$ cat src/rtl/miner_pkg.sv
// miner_pkg: shared types and default widths for the mining pipeline.
package miner_pkg;
  localparam int DEF_NONCE_BITS = 32;
  localparam int DEF_TAG_BITS = 4;
  typedef struct packed {
    logic [DEF_TAG_BITS-1:0] tag;
    logic [DEF_NONCE_BITS-1:0] nonce;
  } nonce_entry_t;
endpackage

$ cat src/rtl/nonce_recorder_if.sv
// nonce_recorder_if: result stream input and host read port of the nonce recorder.
interface nonce_recorder_if import miner_pkg::*; #(
  parameter int NONCE_BITS = DEF_NONCE_BITS,
  parameter int TAG_BITS = DEF_TAG_BITS,
  parameter int LOGDEPTH = 3
);
  logic result_valid;
  logic new_block;
  logic success;
  logic rd_ready;
  logic rd_valid;
  logic [NONCE_BITS-1:0] rd_nonce;
  logic [TAG_BITS-1:0] rd_tag;
  logic [LOGDEPTH:0] count;
  logic overflow;
  logic clr_overflow;
  modport slave(
    input result_valid, new_block, success, rd_ready, clr_overflow,
    output rd_valid, rd_nonce, rd_tag, count, overflow
  );
  modport master(
    output result_valid, new_block, success, rd_ready, clr_overflow,
    input rd_valid, rd_nonce, rd_tag, count, overflow
  );
endinterface

$ cat src/rtl/nonce_fifo.sv
// nonce_fifo: synchronous FIFO with a registered head entry and occupancy count.
module nonce_fifo import miner_pkg::*; #(
  parameter type T = nonce_entry_t,
  parameter int LOGDEPTH = 3
) (
  input  logic clk,
  input  logic rst,
  input  logic wr,
  input  logic rd,
  input  T din,
  output T head,
  output logic [LOGDEPTH:0] count,
  output logic full,
  output logic empty
);
  localparam int DEPTH = 1 << LOGDEPTH;
  T mem [DEPTH];
  T head_n;
  logic [LOGDEPTH-1:0] wptr, rptr;
  logic [LOGDEPTH:0] count_n;
  logic do_wr, do_rd;
  assign full = count == (LOGDEPTH+1)'(DEPTH);
  assign empty = count == '0;
  always_comb begin
    do_rd = rd & ~empty;
    do_wr = wr & (~full | do_rd);
    count_n = count + (LOGDEPTH+1)'(do_wr) - (LOGDEPTH+1)'(do_rd);
    // a lone remaining entry being popped is replaced by the word written this cycle
    head_n = do_rd ? (count == (LOGDEPTH+1)'(1) ? din : mem[rptr + 1'b1])
                   : (empty && do_wr ? din : head);
  end
  always_ff @(posedge clk)
    if (do_wr) mem[wptr] <= din;
  always_ff @(posedge clk) begin
    if (rst) begin
      wptr <= '0;
      rptr <= '0;
      count <= '0;
      head <= '0;
    end else begin
      wptr <= do_wr ? wptr + 1'b1 : wptr;
      rptr <= do_rd ? rptr + 1'b1 : rptr;
      count <= count_n;
      head <= head_n;
    end
  end
endmodule

$ cat src/rtl/nonce_recorder.sv
// nonce_recorder: rebuilds per-beat nonces and queues winning nonces tagged by block.
module nonce_recorder import miner_pkg::*; #(
  parameter int NONCE_BITS = DEF_NONCE_BITS,
  parameter int TAG_BITS = DEF_TAG_BITS,
  parameter int LOGDEPTH = 3
) (
  input logic clk,
  input logic rst,
  nonce_recorder_if.slave bus
);
  typedef struct packed {
    logic [TAG_BITS-1:0] tag;
    logic [NONCE_BITS-1:0] nonce;
  } entry_t;
  entry_t din, head;
  logic [NONCE_BITS-1:0] cur_nonce, beat_nonce;
  logic [TAG_BITS-1:0] tag, next_tag;
  logic push, drop, full, empty, overflow;
  always_comb begin
    beat_nonce = bus.new_block ? '0 : cur_nonce + 1'b1;
    next_tag = bus.new_block ? tag + 1'b1 : tag;
    push = bus.result_valid & bus.success;
    drop = push & full & ~(bus.rd_ready & ~empty);
    din = '{tag: next_tag, nonce: beat_nonce};
  end
  always_ff @(posedge clk) begin
    if (rst) begin
      cur_nonce <= '1;
      tag <= '0;
      overflow <= 1'b0;
    end else begin
      cur_nonce <= bus.result_valid ? beat_nonce : cur_nonce;
      tag <= bus.result_valid ? next_tag : tag;
      overflow <= drop | (overflow & ~bus.clr_overflow);
    end
  end
  nonce_fifo #(.T(entry_t), .LOGDEPTH(LOGDEPTH)) fifo (
    .clk(clk),
    .rst(rst),
    .wr(push),
    .rd(bus.rd_ready),
    .din(din),
    .head(head),
    .count(bus.count),
    .full(full),
    .empty(empty)
  );
  assign bus.rd_valid = ~empty;
  assign bus.rd_nonce = head.nonce;
  assign bus.rd_tag = head.tag;
  assign bus.overflow = overflow;
endmodule
$ cat src/flat_wrapper.sv
// flat-port wrapper written by rule: the top's interface ports become plain ports
module nonce_recorder_flat import miner_pkg::*;
#(
  parameter int NONCE_BITS = DEF_NONCE_BITS,
  parameter int TAG_BITS = DEF_TAG_BITS,
  parameter int LOGDEPTH = 3
)
  (clk, rst, bus_result_valid, bus_new_block, bus_success, bus_rd_ready, bus_clr_overflow, bus_rd_valid, bus_rd_nonce, bus_rd_tag, bus_count, bus_overflow);
  nonce_recorder_if #(.NONCE_BITS(NONCE_BITS), .TAG_BITS(TAG_BITS), .LOGDEPTH(LOGDEPTH)) bus_i ();
  input logic clk;
  input logic rst;
  input wire logic [$bits(bus_i.result_valid)-1:0] bus_result_valid;
  input wire logic [$bits(bus_i.new_block)-1:0] bus_new_block;
  input wire logic [$bits(bus_i.success)-1:0] bus_success;
  input wire logic [$bits(bus_i.rd_ready)-1:0] bus_rd_ready;
  input wire logic [$bits(bus_i.clr_overflow)-1:0] bus_clr_overflow;
  output wire logic [$bits(bus_i.rd_valid)-1:0] bus_rd_valid;
  output wire logic [$bits(bus_i.rd_nonce)-1:0] bus_rd_nonce;
  output wire logic [$bits(bus_i.rd_tag)-1:0] bus_rd_tag;
  output wire logic [$bits(bus_i.count)-1:0] bus_count;
  output wire logic [$bits(bus_i.overflow)-1:0] bus_overflow;
  assign bus_i.result_valid = bus_result_valid;
  assign bus_i.new_block = bus_new_block;
  assign bus_i.success = bus_success;
  assign bus_i.rd_ready = bus_rd_ready;
  assign bus_i.clr_overflow = bus_clr_overflow;
  assign bus_rd_valid = bus_i.rd_valid;
  assign bus_rd_nonce = bus_i.rd_nonce;
  assign bus_rd_tag = bus_i.rd_tag;
  assign bus_count = bus_i.count;
  assign bus_overflow = bus_i.overflow;
  nonce_recorder #(.NONCE_BITS(NONCE_BITS), .TAG_BITS(TAG_BITS), .LOGDEPTH(LOGDEPTH)) u_core (.clk(clk), .rst(rst), .bus(bus_i));
endmodule
$ cat config.mk
export PLATFORM = sky130hd
export DESIGN_NAME = nonce_recorder_flat
export DESIGN_NICKNAME = d
export VERILOG_FILES = /design/src/rtl/miner_pkg.sv /design/src/rtl/nonce_recorder_if.sv /design/src/rtl/nonce_fifo.sv /design/src/rtl/nonce_recorder.sv /design/src/flat_wrapper.sv
export SDC_FILE = /design/constraint.sdc
export NUM_CORES = 1
export LEC_CHECK = 0
export ABC_AREA = 1
export BUFFER_PORTS_ARGS = -buffer_cell sky130_fd_sc_hd__buf_2
export CORE_MARGIN = 10
export CORE_UTILIZATION = 62
export DETAILED_ROUTE_END_ITERATION = 16
export HOLD_SLACK_MARGIN = 0.08
export PLACE_DENSITY = 0.83
export SLEW_MARGIN = 15
export SYNTH_ARGS = -nofsm -noshare
export SYNTH_HDL_FRONTEND = slang
export SYNTH_SLANG_ARGS = --single-unit
$ cat constraint.sdc
create_clock -name clk -period 3.5 [get_ports clk]
set_input_delay 0.175 -clock clk [delete_from_list [all_inputs] [get_ports clk]]
set_output_delay 0.175 -clock clk [all_outputs]
set_load 0.005 [all_outputs]
# Yosys cells after proc, flatten, opt, wreduce, memory -nomap -nowiden
# Memory sizes are Yosys's and may differ from the RTL's.
# Index checks and enable logic that the tools add are counted.
# op_classes
eq_ne	2
addsub	6
bitwise_logic	12
reduce_logical	3
n_mux	7
# ops
operator	count
2-to-1 mux 36 bit	3
adder 32 x 1 -> 32 bit, second input constant	1
2-to-1 mux 32 bit	1
adder 3 x 1 -> 3 bit, second input constant	2
bitwise AND 1 bit	6
adder 4 x 1 -> 4 bit	1
adder 4 x 1 -> 4 bit, second input constant	1
equality test 4 x 1 -> 1 bit, second input constant	1
equality test 4 bit, second input constant	1
logical NOT 4 bit	1
2-to-1 mux 4 bit	1
NOT 1 bit	4
subtractor 4 x 1 -> 4 bit	1
2-to-1 mux 1 bit	2
OR 1 bit	2
nonzero test 2 bit	1
logical AND 1 bit	1
# word_totals
register_bits	83
elab_cells	39
n_memories	1
ramBits	288
output_inout_bits	42
inputBits	7
# memory_table
memory	words	width	rd	rd_clocked_by_memory_dff	wr	line	rtl
u_core.fifo.mem	8	36	1	0	1	nonce_fifo.sv:17	T mem [DEPTH];

# Logic depth before layout (Yosys ltp)
# Gate-level depths: netlist (run 1).
# logic_depth
ltp_word	8
mapped_depth	15
ltp_nobuf	15

# Cells and area by module
# Synthesis (run 1) repeated with hierarchy kept, for this count alone.
# unflattened
cells_unflattened	1877
hier_area_um2	16912.5
# by_module_without_submodules
module	cells_each	area_each_um2	seq_area_each_um2	instances
nonce_fifo	1456	14327.5	9569.2	1
nonce_recorder	421	2585.0	740.7	1

# Least setup slack after synthesis (run 1)
# Ideal clock, no wire load.
# synth_path
path_type	register -> register
start	reg u_core.fifo.count[2]
end	mem u_core.fifo.mem[0][0] (netlist bit) (enable)
setup_ps	429
required_time_ps	3071
setup_slack_ps	399
n_path_buf	0
synth_period_minus_slack_ps	3101
stages_incl_launch_ff	10
arrival_time_ps	2672
cell_sequence	dfxtp_1 > inv_1 > ha_1 > nand2_1 > nand2_1 > nand2_1 > nand2_2 > inv_1 > nand2_1 > nor2_1
# synth_via
elab_chain_len	7
elab_cells_between_ends	9
classes_between	eq/ne: 1; mux: 2; bitwise: 5; reduce/logical: 1
# synth_rtl
item	line	rtl
from (decl)	nonce_fifo.sv:12	output logic [LOGDEPTH:0] count,
from (signal assigned)	nonce_fifo.sv:43	count <= count_n;
logical NOT 4 bit	nonce_fifo.sv:23	assign empty = count == '0;
NOT 1 bit	nonce_fifo.sv:25	do_rd = rd & ~empty;
bitwise AND 1 bit	nonce_fifo.sv:25	
OR 1 bit (*)	nonce_fifo.sv:26	do_wr = wr & (~full | do_rd);
bitwise AND 1 bit (*)	nonce_fifo.sv:26	
2-to-1 mux 1 bit (*)	nonce_fifo.sv:33	if (do_wr) mem[wptr] <= din;
2-to-1 mux 1 bit (not written as such) (*)	nonce_fifo.sv:33	
to (decl)	nonce_fifo.sv:17	
# Every way passes the cells marked *; elsewhere a longest branch is shown, timed or not.

# Final worst setup path (run 1)
# layout_path
start	reg u_core.fifo.count[2]
end	reg, netlist name u_core.fifo.head[13]
# layout_via
elab_chain_len	7
elab_cells_between_ends	12
classes_between	eq/ne: 2; mux: 2; bitwise: 5; reduce/logical: 3
# layout_rtl
item	line	rtl
logical NOT 4 bit	nonce_fifo.sv:23	
NOT 1 bit	nonce_fifo.sv:25	
bitwise AND 1 bit	nonce_fifo.sv:25	
OR 1 bit	nonce_fifo.sv:26	
bitwise AND 1 bit	nonce_fifo.sv:26	
logical AND 1 bit	nonce_fifo.sv:30	: (empty && do_wr ? din : head);
nonzero test 2 bit (no line)	-	
# Parallel ways exist; a longest one is shown, timed or not.
# A chain may end at the register's enable or synchronous reset.

==> out/qor.yml, run 1 <==
detailed_routing:
  ant_nets: 0
  drc: 0
  vias_per_cell: 5.98
  drt-total-wl_um: 39400
  drt_first_pass_iters: 6
  vias: 12000
  initialDrtViolationCount: 1507
  detail_route.wl_per_cell_um: 19.7
yosys:
  synth.area.mux_share: 0
  ys_warn_count: 0
  synthCells: 1617
  yosys.area.top_type: "edfxtp_1"
  synthAdderAreaFrac: 0.00833
  synth_top_family_by_area: "simple AND/OR/NAND/NOR gates"
  synth_seq_area_share: 0.647
  ys_types: 33
  avgSynthCellArea_um2: 9.85
  synth-simple-area-share: 0.192
  async_reset_ff_frac: 0
  synth_area_um2: 15900
  synth_common_cells: "310 x nand2_1, 288 x edfxtp_1, 263 x nor2_1, 160 x o21ai_0, 119 x nand3_1"
  synth-xor-area-share: 0.00275
  yosys-top-cells-area: "edfxtp_1 54%, dfxtp_1 10%, nand2_1 7.3%"
  postSynthNetCount: 1634
  yosysTopAreaCellShare: 0.543
  ys_ff_latch: 371
  synthFlopType: "edfxtp_1"
  synth_compound_gate_area_share: 0.0964
  synth-edff-count: 288
  yosysMostFrequentCell: "nand2_1"
critical_path:
  crit_required_ps: 3880
  critPathKind: "reg -> reg"
  r2r_end: "u_core.fifo.head[13]"
  rr_worst_depth: 11
  cp_max_fo: 31
  endpoint: "u_core.fifo.head[13]"
  r2r-start: "u_core.fifo.count[2]"
  cp_data_arrival_time_ps: 2950
  start_kind: "flop"
  rrSetupSlack_ps: 930
  crit_start: "u_core.fifo.count[2]"
  end_kind: "flop"
timing:
  slew_viol_final: 0
  clock_skew_ps: 35.2
  min_period_ps: 2570
  fmax_mhz: 389
  hold-worst-slack_ps: 143
  finalCritPeriodShare: 0.735
  setup_tns_ps: 0
  worst_slew_pin_slew_ps: 1060
  grt_setup_unrepaired: "false"
  relSlewSlack: 0.290
  timing_hold_violations_final: 0
  finalSetupViolations: 0
die:
  die_h_um: 180
  rows: 58
  start_util: 0.631
  dieArea_um2: 32500
  ios: 49
  die_x_um: 180
  coreArea_um2: 25300
grt:
  grt_use_met3: 0.0357
  grt_pass1_wl_um: 62200
  busiest_layer: "met2"
  grt_use_met1: 0.298
  overflow: 0
  grt_pass1_vias: 11700
  grt_usage: 0.235
  antenna_found_initial: 0
  grt_max_degree: 89
  met2_usage: 0.397
job:
  drv_cap: 0
placed_design:
  post-dp-hpwl_um: 22000
  io_buffers: 48
  gp_congestion: 0.902
clock_network:
  h-tree-depth: 2
  path_clk_slew_ps: 60
  cts_buffer_depth: 3
  root_buffer: "clkbuf_16"
  cts_tree: "done"
  cts_buffers: 37
  clk-insertion-delay-late_ps: 530
  clkSinkCount: 371
finish:
  synthToLayoutAreaGrowth_pct: 10.9
  antenna_cells: 0
  drive_above_1_share: 0.0929
  nets: 1658
pwr:
  ir_drop_mv: 0.888
  p_per_area_nw_per_um2: 737
  p_leak_nw: 6.96
  fin_total_pwr_w: 0.0130
min_path:
  hp-class: "in -> reg"
run_status:
  status: "finished, final reports clean"
what timing repair did:
action / CTS / global route
buffers inserted: 0 / 0
hold buffers: 3 / 0
resized for setup: 0 / 0
hold endpoints to repair: 2 / 0
cells by family (layout without fill, tap and decap cells):
group           Yosys count  in the layout
compound gates          287            287
xor+xnor                  5              5
fa+ha+maj                10             10
buf+inv                 204            255
flops                   371            371
simple gates            740            740
routing by layer:
layer / vias up / share of wire
li1: 5545 / -
met1: 5667 / 0.40
met2: 640 / 0.49
met3: 99 / 0.083
met4: 0 / 0.028
met5: - / 0
layout make-up:
class	instances	area, um^2
Sequential cell	371	10300
Multi-Input combinational cell	1042	4840
Timing Repair Buffer	75	513
Clock buffer	56	1090
Clock inverter	10	57.6
Tap cell	330	413
Inverter	114	429
Fill cell	1803	7590
how the worst min path moves through the flow:
stage,to,from,slack [ps],cells past startpoint
after floorplan,u_core.bus.overflow,bus_clr_overflow,340,3
after global placement,u_core.bus.overflow,bus_clr_overflow,430,4
after detailed placement,u_core.bus.overflow,bus_clr_overflow,450,4
after CTS,u_core.fifo.wptr[1],bus_success,130,5
after global routing,u_core.fifo.wptr[1],bus_success,180,5
final,u_core.fifo.wptr[1],bus_success,140,5
critical path, cell delays in order (launching register included):
cell and delay (ps):
dfxtp_1 310, inv_1 100, ha_1 160, nand2_1 60, nand2_1 80, buf_4 390
clkinv_1 590, buf_12 380, nand3_1 100, nand2_1 50, inv_1 80, a21oi_1 70
power by group:
part           leakage [nW]  internal, W  total (W)  switching (W)
combinational          3.08      0.00122    0.00390        0.00268
sequential             3.32      0.00513    0.00536       0.000231
clock                 0.567      0.00215    0.00375        0.00160
total                  6.96      0.00850     0.0130        0.00451
flip-flops by register name, summed over array words and instances (netlist names):
register             flops
u_core.fifo.mem        288
u_core.fifo.head        36
u_core.cur_nonce        32
u_core.fifo.count        4
u_core.tag               4
u_core.fifo.rptr         3
u_core.fifo.wptr         3
u_core.bus.overflow      1
cell usage in the layout, fill, tap and decap left out, types with 2 or more instances in the layout:
| cell type | count |
|---|---|
| a21oi_1 | 73 |
| and3_1 | 12 |
| buf_12 | 5 |
| buf_2 | 48 |
| buf_4 | 19 |
| clkbuf_1 | 11 |
| clkbuf_16 | 38 |
| clkbuf_8 | 7 |
| clkinv_1 | 6 |
| clkinv_2 | 7 |
| dfxtp_1 | 82 |
| dlygate4sd3_1 | 3 |
| edfxtp_1 | 288 |
| ha_1 | 8 |
| inv_1 | 107 |
| inv_2 | 3 |
| nand2_1 | 310 |
| nand2_2 | 5 |
| nand3_1 | 119 |
| nand4_1 | 17 |
| nor2_1 | 255 |
| nor2_2 | 6 |
| nor2_4 | 11 |
| nor3_1 | 2 |
| o211ai_1 | 32 |
| o21ai_0 | 160 |
| o21ai_1 | 16 |
| o22ai_1 | 4 |
| xor2_1 | 4 |
per-stage QoR:
step / area (um^2) / cells / utilization / worst slack, ps
CTS: 17700 / 1998 / 0.699 / 998
detailed placement: 16500 / 1929 / 0.653 / 1020
global route: 17700 / 1998 / 0.699 / 831
floorplan: 15900 / 1617 / - / 399
global placement: 16500 / 1929 / 0.653 / 1130
finish: 17700 / 1998 / 0.699 / 929
No activity file was read; power rests on OpenSTA's default activity.
==> run 2, diff against run 1 <==
==> constraint.sdc (replaced) <==
create_clock -name clk -period 2.66 [get_ports clk]
set_input_delay 0.133 -clock clk [delete_from_list [all_inputs] [get_ports clk]]
set_output_delay 0.133 -clock clk [all_outputs]
set_load 0.005 [all_outputs]
==> run 2 against run 1 <==
Compared with the run above:
- setup slack worse by 600 ps
- sequential power up 30%
- final cell count grew 0.85%
- flip-flop and latch count unchanged
- first-iteration DRC count increased by 21%
- largest cell class unchanged
- die area unchanged
- power up 35%
- core utilization grew 0.92 points
- fmax up 10%
- global-route usage up 0.085 points
- non-clock buffer count is 17 higher
- critical endpoint is now u_core.fifo.mem[4][24]
- highest routed layer unchanged
- clock skew decreased by 22 ps
- largest power group unchanged
==> out/qor.yml, run 2 (synthesis gave the netlist of run 1 again) <==
run_status:
  status: "finished, final reports clean"
timing:
  clock_skew_ps: 13.7
  fin_ws_ps: 326
  finalCritPeriodShare: 0.877
  grt_setup_unrepaired: "false"
  worst_slew_pin_slew_ps: 1040
  min_period_ps: 2330
  timing_hold_violations_final: 0
  finalSetupViolations: 0
  relSlewSlack: 0.303
  slew_viol_final: 0
  fmax_mhz: 428
detailed_routing:
  vias: 12200
  detail_route.wl_per_cell_um: 19.9
  initialDrtViolationCount: 1818
  ant_nets: 0
  drc: 0
  vias_per_cell: 6.03
  drt_first_pass_iters: 6
  drt-total-wl_um: 40000
die:
  die_h_um: 180
  start_util: 0.631
  coreArea_um2: 25300
  dieArea_um2: 32500
  die_x_um: 180
  ios: 49
  rows: 58
critical_path:
  cp_max_fo: 27
  cp_data_arrival_time_ps: 2500
  crit_buf_inv: 3
  crit_required_ps: 2830
  start_kind: "flop"
  max_stage_delay_ps: 400
  path_cells: "inv_1 > ha_1 > nor3b_1 > nand2_1 > nand2_2 > inv_1 > nand2_1 > nor2_4 > buf_4"
  critPathSlowestCell: "buf_4"
  critPathKind: "reg -> reg"
  crit_family: "simple AND/OR/NAND/NOR gates"
  end_kind: "flop"
finish:
  ff_latch_area_um2: 10300
  drive_above_1_share: 0.103
  final_util: 0.708
  synthToLayoutAreaGrowth_pct: 12.4
  fillerInstances: 1639
  stdcell_count: 2015
  top_register: "u_core.fifo.mem"
  largest_reg_flops: 288
  reg_top3: "u_core.fifo.mem x288, u_core.fifo.head x36, u_core.cur_nonce x32"
  final_cell_mix: "310 x nand2_1, 288 x edfxtp_1, 255 x nor2_1"
  antenna_cells: 0
  nets: 1674
  layout_commonest_cell: "nand2_1"
  multi_input_area_um2: 4840
grt:
  grt_max_degree: 83
  grt_pass1_wl_um: 62300
  grt_pass1_vias: 11700
  grt_usage: 0.236
  overflow: 0
  antenna_found_initial: 0
clock_network:
  cts_buffers: 36
  path_clk_slew_ps: 60
  cts_setup_buffers: 0
  clk-insertion-delay-late_ps: 530
  cts_tree: "done"
  cts_buffer_depth: 3
  h-tree-depth: 2
  clkSinkCount: 371
  ctsHoldBuffers: 4
  root_buffer: "clkbuf_16"
  cts_resized: 0
placed_design:
  place_inst: 1945
  place_ws_ps: 400
  io_buffers: 48
  post-dp-hpwl_um: 23800
  gp_congestion: 0.941
min_path:
  hp-class: "in -> reg"
pwr:
  p_leak_nw: 7.08
  p_per_area_nw_per_um2: 985
  ir_drop_mv: 0.705
  fin_total_pwr_w: 0.0176
job:
  drv_cap: 0
## run 2: metrics by stage
step	hold slack (ps)	TNS, ps	area, um^2
6_report	102	0	17900
5_1_grt	146	0	17900
4_1_cts	84.7	0	17900
3_5_place_dp	400	0	16700
3_3_place_gp	385	0	16700
2_1_floorplan	296	-63530	15900
## run 2: worst reg2reg max path: cells and delay by family, from the launching register on
kind | cells | cell delay (ps)
simple gates | 5 | 810
buf+inv | 3 | 620
flops | 1 | 330
fa+ha+maj | 1 | 200
## run 2: path summary, 6_finish.rpt
check / end / depth (start not counted) / slack [ps] / startpoint
setup / recovery: u_core.fifo.mem[4][24] / 9 / 330 / u_core.fifo.count[2]
setup reg to reg: u_core.fifo.mem[4][24] / 9 / 330 / u_core.fifo.count[2]
hold reg to reg: u_core.fifo.wptr[0] / 2 / 490 / u_core.fifo.wptr[0]
hold / removal: u_core.fifo.wptr[1] / 5 / 100 / bus_success
## run 2: routing by layer
| metal | vias up | part of all wire | global-route usage | wire length, um |
|---|---|---|---|---|
| met3 | 103 | 0.12 | 0.0598 | 4880 |
| met4 | 0 | 0.025 | 0.0801 | 992 |
| met5 | - | 0 | 0 | 0 |
| li1 | 5575 | - | - | - |
| met2 | 802 | 0.47 | 0.372 | 18600 |
| met1 | 5680 | 0.39 | 0.312 | 15500 |
## run 2: area by class of cell
class | count | share of cell area
repair buffers | 92 | 0.0387
well taps | 330 | 0.0231
flip-flops and latches | 371 | 0.576
inverters | 114 | 0.0240
multi-input cells | 1042 | 0.271
clock buffers | 49 | 0.0559
clock inverters | 17 | 0.0110
## run 2: report_power, final
group	internal, W	leakage [nW]	total, W	switching [W]
Clock	0.00305	0.587	0.00519	0.00214
Combinational	0.00171	3.18	0.00544	0.00373
Sequential	0.00674	3.32	0.00699	0.000251
